$ cat config.mk
export PLATFORM = sky130hd
export DESIGN_NAME = tmp_seq
export DESIGN_NICKNAME = d
export VERILOG_FILES = /design/src/rtl/tmp_seq.sv
export SDC_FILE = /design/constraint.sdc
export NUM_CORES = 1
export LEC_CHECK = 0
export ABC_AREA = 1
export ABC_CLOCK_PERIOD_IN_PS = 6200
export CELL_PAD_IN_SITES_DETAIL_PLACEMENT = 1
export CELL_PAD_IN_SITES_GLOBAL_PLACEMENT = 2
export CORE_UTILIZATION = 29
export CTS_BUF_LIST = sky130_fd_sc_hd__clkbuf_8
export CTS_CLUSTER_DIAMETER = 100
export CTS_CLUSTER_SIZE = 16
export DETAILED_ROUTE_END_ITERATION = 12
export GPL_ROUTABILITY_DRIVEN = 0
export PLACE_DENSITY = 0.7
export REMOVE_ABC_BUFFERS = 1
export SYNTH_ARGS = -nofsm -noshare
export SYNTH_HDL_FRONTEND = slang
export SYNTH_SLANG_ARGS = --single-unit
$ cat constraint.sdc
create_clock -name clk -period 6.2 [get_ports clk]
set_clock_uncertainty 0.2 [all_clocks]
set_input_delay 1.24 -clock clk [delete_from_list [all_inputs] [get_ports clk]]
set_output_delay 1.24 -clock clk [all_outputs]
set_load 0.02 [all_outputs]
$ cat src/rtl/tmp_seq.sv
// Conversion sequencer: settles, counts comparator decisions over N sample ticks,
// and holds the result for a ready/valid handshake. Includes a sample-tick timeout.
module tmp_seq #(
    parameter int unsigned TOUT = 63,
    parameter int unsigned RW   = 10
) (
    input  logic          clk,
    input  logic          reset,
    input  logic          start,
    input  logic          abort,
    input  logic [1:0]    osr_sel,
    input  logic [3:0]    settle,
    input  logic          sample_tick,
    input  logic          cmp,
    output logic          eng_rst,
    output logic          busy,
    output logic [RW-1:0] result,
    output logic          res_valid,
    input  logic          res_ready,
    output logic          err
);

    localparam int unsigned TW = (TOUT < 2) ? 1 : $clog2(TOUT + 1);

    typedef enum logic [2:0] {
        S_IDLE,
        S_SETTLE,
        S_CONVERT,
        S_HOLD,
        S_ERROR
    } state_t;

    state_t        state_q, state_d;
    logic [1:0]    osr_q, osr_d;
    logic [3:0]    settle_q, settle_d;
    logic [3:0]    set_cnt_q, set_cnt_d;
    logic [9:0]    smp_cnt_q, smp_cnt_d;
    logic [TW-1:0] tout_q, tout_d;
    logic [RW-1:0] acc_q, acc_d;
    logic [RW-1:0] result_q, result_d;
    logic          eng_rst_q, eng_rst_d;
    logic          busy_q, busy_d;
    logic          res_valid_q, res_valid_d;
    logic          err_q, err_d;

    logic [9:0]    n_target;
    logic [3:0]    settle_len;

    always_comb begin
        state_d     = state_q;
        osr_d       = osr_q;
        settle_d    = settle_q;
        set_cnt_d   = set_cnt_q;
        smp_cnt_d   = smp_cnt_q;
        tout_d      = tout_q;
        acc_d       = acc_q;
        result_d    = result_q;
        n_target    = 10'd64 << osr_q;
        settle_len  = (settle_q == 4'd0) ? 4'd1 : settle_q;

        case (state_q)
            S_IDLE, S_ERROR: begin
                if (start) begin
                    osr_d     = osr_sel;
                    settle_d  = settle;
                    set_cnt_d = '0;
                    state_d   = S_SETTLE;
                end
            end
            S_SETTLE: begin
                if (abort) begin
                    state_d = S_IDLE;
                end else if (set_cnt_q + 4'd1 >= settle_len) begin
                    state_d   = S_CONVERT;
                    acc_d     = '0;
                    smp_cnt_d = '0;
                    tout_d    = '0;
                end else begin
                    set_cnt_d = set_cnt_q + 4'd1;
                end
            end
            S_CONVERT: begin
                // Priority: abort, then a tick (which also rescues a coincident timeout).
                if (abort) begin
                    state_d = S_IDLE;
                end else if (sample_tick) begin
                    smp_cnt_d = smp_cnt_q + 10'd1;
                    acc_d     = acc_q + RW'(cmp);
                    tout_d    = '0;
                    if (smp_cnt_q + 10'd1 == n_target) begin
                        result_d = acc_q + RW'(cmp);
                        state_d  = S_HOLD;
                    end
                end else if (32'(tout_q) + 32'd1 >= TOUT) begin
                    state_d = S_ERROR;
                end else begin
                    tout_d = tout_q + 1'b1;
                end
            end
            S_HOLD: begin
                if (res_ready) begin
                    state_d = S_IDLE;
                end
            end
            default: state_d = S_IDLE;
        endcase

        // Outputs registered from the next state so they align with the state register.
        eng_rst_d   = (state_d == S_IDLE) || (state_d == S_HOLD) || (state_d == S_ERROR);
        busy_d      = (state_d == S_SETTLE) || (state_d == S_CONVERT);
        res_valid_d = (state_d == S_HOLD);
        err_d       = (state_d == S_ERROR);
    end

    always_ff @(posedge clk) begin
        if (reset) begin
            state_q     <= S_IDLE;
            osr_q       <= '0;
            settle_q    <= '0;
            set_cnt_q   <= '0;
            smp_cnt_q   <= '0;
            tout_q      <= '0;
            acc_q       <= '0;
            result_q    <= '0;
            eng_rst_q   <= 1'b1;
            busy_q      <= 1'b0;
            res_valid_q <= 1'b0;
            err_q       <= 1'b0;
        end else begin
            state_q     <= state_d;
            osr_q       <= osr_d;
            settle_q    <= settle_d;
            set_cnt_q   <= set_cnt_d;
            smp_cnt_q   <= smp_cnt_d;
            tout_q      <= tout_d;
            acc_q       <= acc_d;
            result_q    <= result_d;
            eng_rst_q   <= eng_rst_d;
            busy_q      <= busy_d;
            res_valid_q <= res_valid_d;
            err_q       <= err_d;
        end
    end

    assign eng_rst   = eng_rst_q;
    assign busy      = busy_q;
    assign result    = result_q;
    assign res_valid = res_valid_q;
    assign err       = err_q;

endmodule

==> impl_metrics.csv, run 1 <==
group,metric,value,unit
run_status,outcome,"finished, final reports clean",
layout,n_antenna_cell,0,
yosys,ys_types,31,
power_and_ir_drop,power_leakage,0.00136,uW
clock_tree,clkTransAtPathRegs,0.11,ns
critical_path,path_cells,"inv_1, nor3_2, inv_2, nor2_2, inv_1, nand2_1, nand2_2, inv_2, o21ai_0, o21ai_1, nor2_1",
floorplan,num_rows,36,
power_and_ir_drop,p_seq_share,50.1,%
critical_path,cp.arrival,3.67,ns
power_and_ir_drop,clock_power_share,29.7,%
global_routing,grt-ovfl-total,0,
yosys,yosysSeqAreaShare,36.8,%
layout,multi_input_area,1560,sq um
sta,clock.fmax,273,MHz
floorplan,ios,27,
yosys,synth_edf_count,0,
power_and_ir_drop,internal_power,528,uW
clock_tree,cts_resized,0,
global_routing,grt_first_pass_wirelength,12800,microns
drt,wl_per_cell,13.2,microns
floorplan,die_x,102,microns
critical_path,r2r-start,"state_q[1]",
drt,dr.pass1.iters,4,
drt,vias,2733,
yosys,netlist_instances,415,
clock_tree,htree_levels,2,
critical_path,crit_required,6.21,ns
floorplan,dieHeight,102,microns
power_and_ir_drop,ir_drop,0.0935,mV
power_and_ir_drop,switching_power,251,uW
sta,hold_viol,0,
power_and_ir_drop,p_comb_share,20.2,%
sta,setup-tns-final,0,ns
critical_path,slowest_stage,"nor2_2",
power_and_ir_drop,power,779,uW
critical_path,crit_type,"flip-flop to flip-flop",
clock_tree,cts_setup_buffers,0,
floorplan,die-area,10400,sq um
drt,drtIter0Drc,54,
placement,portBuffers,26,
yosys,synth_flop_cell,"dfxtp_1",
global_routing,antenna_found_initial,0,
critical_path,startpoint_type,"flip-flop",
layout,register_area,1060,sq um
clock_tree,clock_latency,0.31,ns
sta,drv_slew,0,
drt,wl,7530,microns
clock_tree,clk_path_buf_depth,2,
drt,drc_errors,0,
critical_path,worst_setup_path_end_kind,"flip-flop",
clock_tree,cts_root_buffer,"clkbuf_8",
drt,antenna_left,0,
sta,slew_headroom,25.6,%
layout,layout-drive-gt1-share,6.86,%
drt,vias_per_cell,4.79,
critical_path,crit_path_end,"acc_q[9]",
sta,grt_setup_unrepaired,"no",
yosys,synth-seq-cells,53,
flow_run,cap_violations,0,
clock_tree,cts.sinks,53,
sta,fin_crit_sh,59.0,%
critical_path,worstSetupStartpoint,"state_q[1]",
global_routing,grt_pass1_vias,2646,
clock_tree,cts_tree,"yes",
placement,dp_hpwl,5480,microns
critical_path,path_max_fanout,32,
yosys,netlist_area,2890,sq um
layout,num-fill-cells,1264,
global_routing,grtUsageTotal,15.6,%
clock_tree,numCtsBuffers,5,
layout,area_growth,16.2,%
critical_path,r2r_cells,11,
clock_tree,hold_buffers,0,
yosys,async_reset_ff_share,0,%
floorplan,start_util,29.7,%
sta,worst_slew_pin_slew,1.12,ns
power_and_ir_drop,swShare,32.3,%
layout,nets,459,
critical_path,reg2reg_to,"acc_q[9]",
floorplan,core,9730,sq um
sta,setup_violations,0,
global_routing,grt_max_degree,36,
power_and_ir_drop,power.density,232,nW/um^2
critical_path,r2r_setup_slack,2.54,ns
critical_path,slowest_delay,0.74,ns
yosys,syn_area_per_cell,6.96,sq um
sta,period_needed,3.66,ns
worst_hold_path,hp-class,"flip-flop to flip-flop",
yosys,synth_warnings,0,
-- cell usage after synthesis (2+ instances only) --
cell,count,area [sq um]
a211oi_1,6,45.0
a21oi_1,46,230
buf_2,4,20.0
buf_6,2,22.5
clkbuf_1,6,22.5
dfxtp_1,53,1060
ha_1,10,125
inv_1,46,173
inv_2,5,18.8
nand2_1,77,289
nand2_2,5,31.3
nand3_1,35,175
nand3b_1,3,22.5
nand4_1,6,37.5
nor2_1,49,184
nor2_2,3,18.8
nor2_4,3,33.8
nor3_1,2,10.0
nor4_1,2,12.5
o211a_1,3,30.0
o21ai_0,29,145
o21ai_1,2,10.0
o21bai_1,3,22.5
xor2_1,8,70.1
-- cell families after synthesis --
| kind of cell | after synthesis | share of synthesized area, % |
|---|---|---|
| adder cells (fa/ha/maj) | 10 | 4.33 |
| AO/OA/AOI/OAI | 92 | 17.7 |
| XOR/XNOR | 8 | 2.43 |
| buffers and inverters | 64 | 9.15 |
| flip-flops | 53 | 36.8 |
| AND/OR/NAND/NOR | 188 | 29.6 |
-- routing by layer --
layer | GRT usage (%) | share of wire, % | vias up
met4 | 3.46 | 1.2 | 0
met5 | 0 | 0 | -
met1 | 20.5 | 50 | 1293
met2 | 26.9 | 47 | 27
li1 | - | - | 1404
met3 | 2.48 | 2.3 | 9
-- per-stage QoR --
| step | hold WS, ns | utilization [%] | instances | setup WS [ns] | area [sq um] |
|---|---|---|---|---|---|
| final | 0.288 | 34.5 | 570 | 2.54 | 3350 |
| after global routing | 0.315 | 34.5 | 570 | 2.04 | 3350 |
| after detailed placement | 0.275 | 33.4 | 562 | 2.28 | 3250 |
| after CTS | 0.292 | 34.5 | 570 | 2.45 | 3350 |
| after global placement | 0.261 | 33.4 | 562 | 2.35 | 3250 |
| after floorplan | 0.243 | - | 402 | 3.34 | 2810 |
-- layout by cell type, fill, tap and decap left out --
cell / netlist / routed
a211oi_1: 6 / 6
a211oi_2: 1 / 1
a21oi_1: 46 / 46
a31o_2: 1 / 1
buf_4: 1 / 1
clkbuf_8: 0 / 7
clkdlybuf4s50_1: 0 / 26
dfxtp_1: 53 / 53
ha_1: 10 / 10
inv_1: 46 / 46
inv_2: 5 / 5
inv_6: 0 / 1
nand2_1: 77 / 77
nand2_2: 5 / 5
nand3_1: 35 / 35
nand3_2: 1 / 1
nand3b_1: 3 / 3
nand4_1: 6 / 6
nor2_1: 49 / 49
nor2_2: 3 / 3
nor2_4: 3 / 3
nor2_8: 1 / 1
nor3_1: 2 / 2
nor3_2: 1 / 1
nor4_1: 2 / 2
o211a_1: 3 / 3
o21ai_0: 29 / 29
o21ai_1: 2 / 2
o21bai_1: 3 / 3
o31ai_1: 1 / 1
xor2_1: 8 / 8
-- sequential cells by signal, summed over array words and instances, names as in the netlist --
register and count:
tout_q 6, busy 1, osr_q 2, res_valid 1
settle_q 4, smp_cnt_q 10, acc_q 10, set_cnt_q 4
state_q 3, eng_rst 1, err 1, result 10
-- area by class of cell --
cell class	instances	area share (%)
multi-input combinational	298	46.6
sequential	53	31.6
timing repair buffer	27	7.99
inverter	51	5.71
tap	133	4.96
clock buffer	7	2.87
clock inverter	1	0.261
-- how the worst min path moves through the flow --
stage	startpoint	slack [ns]	end	cells after the start
2_1_floorplan	acc_q[0]	0.24	acc_q[0]	2
3_3_place_gp	acc_q[0]	0.26	acc_q[0]	2
3_5_place_dp	result[7]	0.28	result[7]	2
4_1_cts	acc_q[0]	0.29	acc_q[0]	2
5_1_grt	acc_q[0]	0.32	acc_q[0]	2
6_report	acc_q[0]	0.29	acc_q[0]	2
-- power by group through the flow --
stage / Combinational (uW) / Sequential, uW / Clock [uW]
finish: 158 / 390 / 231
global route: 181 / 395 / 252
CTS: 160 / 391 / 241
detailed placement: 160 / 398 / 0
global placement: 156 / 397 / 0
floorplan: 110 / 394 / 0
-- worst max-delay path: cells and delay by family, from the launching register on --
kind,cells,cell delay [ns]
compound gates,2,0.21
buf+inv,4,0.79
flops,1,0.37
simple gates,5,1.97
Note: power is estimated with default switching activity, not from simulation.
==> run 2: changes to the inputs <==
Settings changed: ABC_CLOCK_PERIOD_IN_PS 6200 to 3400.
Clock period 6.2 ns to 3.4 ns, I/O delays scaled along.
==> run 2 against run 1 <==
  * Combinational power increased by 86%
  * Maximum frequency increased by 36%
  * Via count decreased by 1.7%
  * Power increased by 74%
  * Count of clock-buffer cells in the layout decreased by 2
  * Largest power group unchanged
  * Global-route usage increased by 0.20 points
  * Sequential cell count unchanged
  * Die area unchanged
  * Sequential power increased by 83%
  * Worst setup slack got worse by 1.8 ns
  * Sequential share of layout area decreased by 0.059 points
  * Critical path type unchanged
  * Critical path depth unchanged
==> impl_metrics.csv, run 2 (synthesis gave the netlist of run 1 again) <==
group,metric,value,unit
drt,wl,7550,microns
critical_path,critPathBufInv,2,
critical_path,slowest_stage,"dfxtp_1",
power_and_ir_drop,power.density,403,nW/um^2
clock_tree,htree_levels,2,
flow_run,cap_violations,0,
clock_tree,cts_root_buffer,"clkbuf_8",
floorplan,core,9730,sq um
drt,drc_errors,0,
layout,area_growth,16.4,%
clock_tree,cts_tree,"yes",
sta,hold_viol,0,
layout,final_common_cell,"nand2_1",
sta,period_needed,2.69,ns
sta,setup-tns-final,0,ns
critical_path,r2r_cells,11,
power_and_ir_drop,power_leakage,0.00137,uW
global_routing,grt_pass1_vias,2699,
floorplan,num_rows,36,
drt,drtIter0Drc,41,
sta,slew_headroom,67.7,%
run_status,outcome,"finished, final reports clean",
critical_path,reg2reg_to,"smp_cnt_q[4]",
clock_tree,clk_path_buf_depth,2,
drt,vias,2686,
critical_path,path_max_fanout,18,
sta,clock.fmax,371,MHz
layout,nets,464,
clock_tree,clkTransAtPathRegs,0.10,ns
sta,drv_slew,0,
drt,dr.pass1.iters,4,
global_routing,grt_max_degree,36,
clock_tree,clock_latency,0.31,ns
clock_tree,cts_setup_buffers,0,
floorplan,dieHeight,102,microns
critical_path,crit_required,3.42,ns
layout,layout-drive-gt1-share,7.50,%
floorplan,ios,27,
placement,portBuffers,26,
drt,vias_per_cell,4.69,
clock_tree,hold_buffers,0,
layout,register_area,1060,sq um
critical_path,worstSetupStartpoint,"set_cnt_q[0]",
power_and_ir_drop,ir_drop,0.174,mV
critical_path,cp.depth,11,
floorplan,die_x,102,microns
critical_path,cp.arrival,2.72,ns
critical_path,slowest_delay,0.42,ns
critical_path,path_cells,"ha_1, ha_1, inv_1, o21bai_1, nand3_1, nand3_1, nand3b_1, nand2_1, nand2_2, buf_4, a211oi_1",
layout,num-fill-cells,1254,
floorplan,start_util,29.7,%
clock_tree,numCtsBuffers,5,
critical_path,r2r-start,"set_cnt_q[0]",
critical_path,startpoint_type,"flip-flop",
sta,setup_violations,0,
critical_path,worst_setup_path_end_kind,"flip-flop",
clock_tree,cts_resized,0,
sta,grt_setup_unrepaired,"no",
sta,fin_crit_sh,79.2,%
layout,final_cell_mix,"nand2_1 (77), dfxtp_1 (53), nor2_1 (49), inv_1 (46), a21oi_1 (46)",
clock_tree,cts.sinks,53,
placement,dp_hpwl,5430,microns
drt,antenna_left,0,
global_routing,grtUsageTotal,15.8,%
floorplan,die-area,10400,sq um
global_routing,antenna_found_initial,0,
critical_path,r2r_setup_slack,0.71,ns
layout,multi_input_area,1560,sq um
power_and_ir_drop,power,1350,uW
critical_path,crit_path_end,"smp_cnt_q[4]",
global_routing,grt_first_pass_wirelength,12800,microns
sta,worst_slew_pin_slew,0.480,ns
drt,wl_per_cell,13.2,microns
global_routing,grt-ovfl-total,0,
critical_path,crit_type,"flip-flop to flip-flop",
layout,n_antenna_cell,0,
critical_path,critPathTopFamily,"simple AND/OR/NAND/NOR gates",
worst_hold_path,hp-class,"flip-flop to flip-flop",
-- run 2: cell count changes in the layout (fill, tap and decap cells not counted) --
cell / change
buf_4: +5
clkbuf_8: -2
clkinv_2: +1
inv_6: -1
-- run 2: layout make-up --
| type | count | area share [%] |
|---|---|---|
| tap | 133 | 4.95 |
| clock buffer | 5 | 2.05 |
| multi-input combinational | 298 | 46.5 |
| inverter | 51 | 5.70 |
| clock inverter | 1 | 0.149 |
| sequential | 53 | 31.6 |
| timing repair buffer | 32 | 9.09 |
-- run 2: how the worst min path moves through the flow --
| stage | from | slack (ns) | endpoint | cells past startpoint |
|---|---|---|---|---|
| final | acc_q[0] | 0.28 | acc_q[0] | 2 |
| after global routing | acc_q[0] | 0.29 | acc_q[0] | 2 |
| after CTS | acc_q[0] | 0.28 | acc_q[0] | 2 |
| after detailed placement | acc_q[0] | 0.27 | acc_q[0] | 2 |
| after global placement | result[3] | 0.26 | result[3] | 2 |
| after floorplan | acc_q[0] | 0.24 | acc_q[0] | 2 |
-- run 2: where the power goes --
group	internal, uW	switching (uW)
Clock	137	210
Combinational	110	185
Sequential	669	42.9
-- run 2: stage by stage --
stage | cells | hold slack (ns) | instance area [sq um] | utilization (%) | setup WS (ns)
finish | 573 | 0.276 | 3360 | 34.5 | 0.707
global route | 573 | 0.293 | 3360 | 34.5 | 0.468
CTS | 573 | 0.282 | 3360 | 34.5 | 0.700
detailed placement | 567 | 0.268 | 3290 | 33.8 | 0.454
global placement | 567 | 0.264 | 3290 | 33.8 | 0.506
floorplan | 402 | 0.243 | 2810 | - | 0.767
-- run 2: tightest hold or removal path, delay by kind of cell, from the launching register on --
family           cells  cell delay, ns
AO/OA/AOI/OAI        1            0.05
AND/OR/NAND/NOR      1            0.06
flip-flops           1            0.33
-- run 2: per-layer routing --
layer / vias up / wire, microns / part of all wire, % / track usage [%]
li1: 1415 / - / - / -
met1: 1236 / 3870 / 51 / 21.3
met2: 28 / 3430 / 45 / 26.4
met3: 7 / 185 / 2.4 / 2.69
met4: 0 / 63 / 0.83 / 3.68
met5: - / 0 / 0 / 0
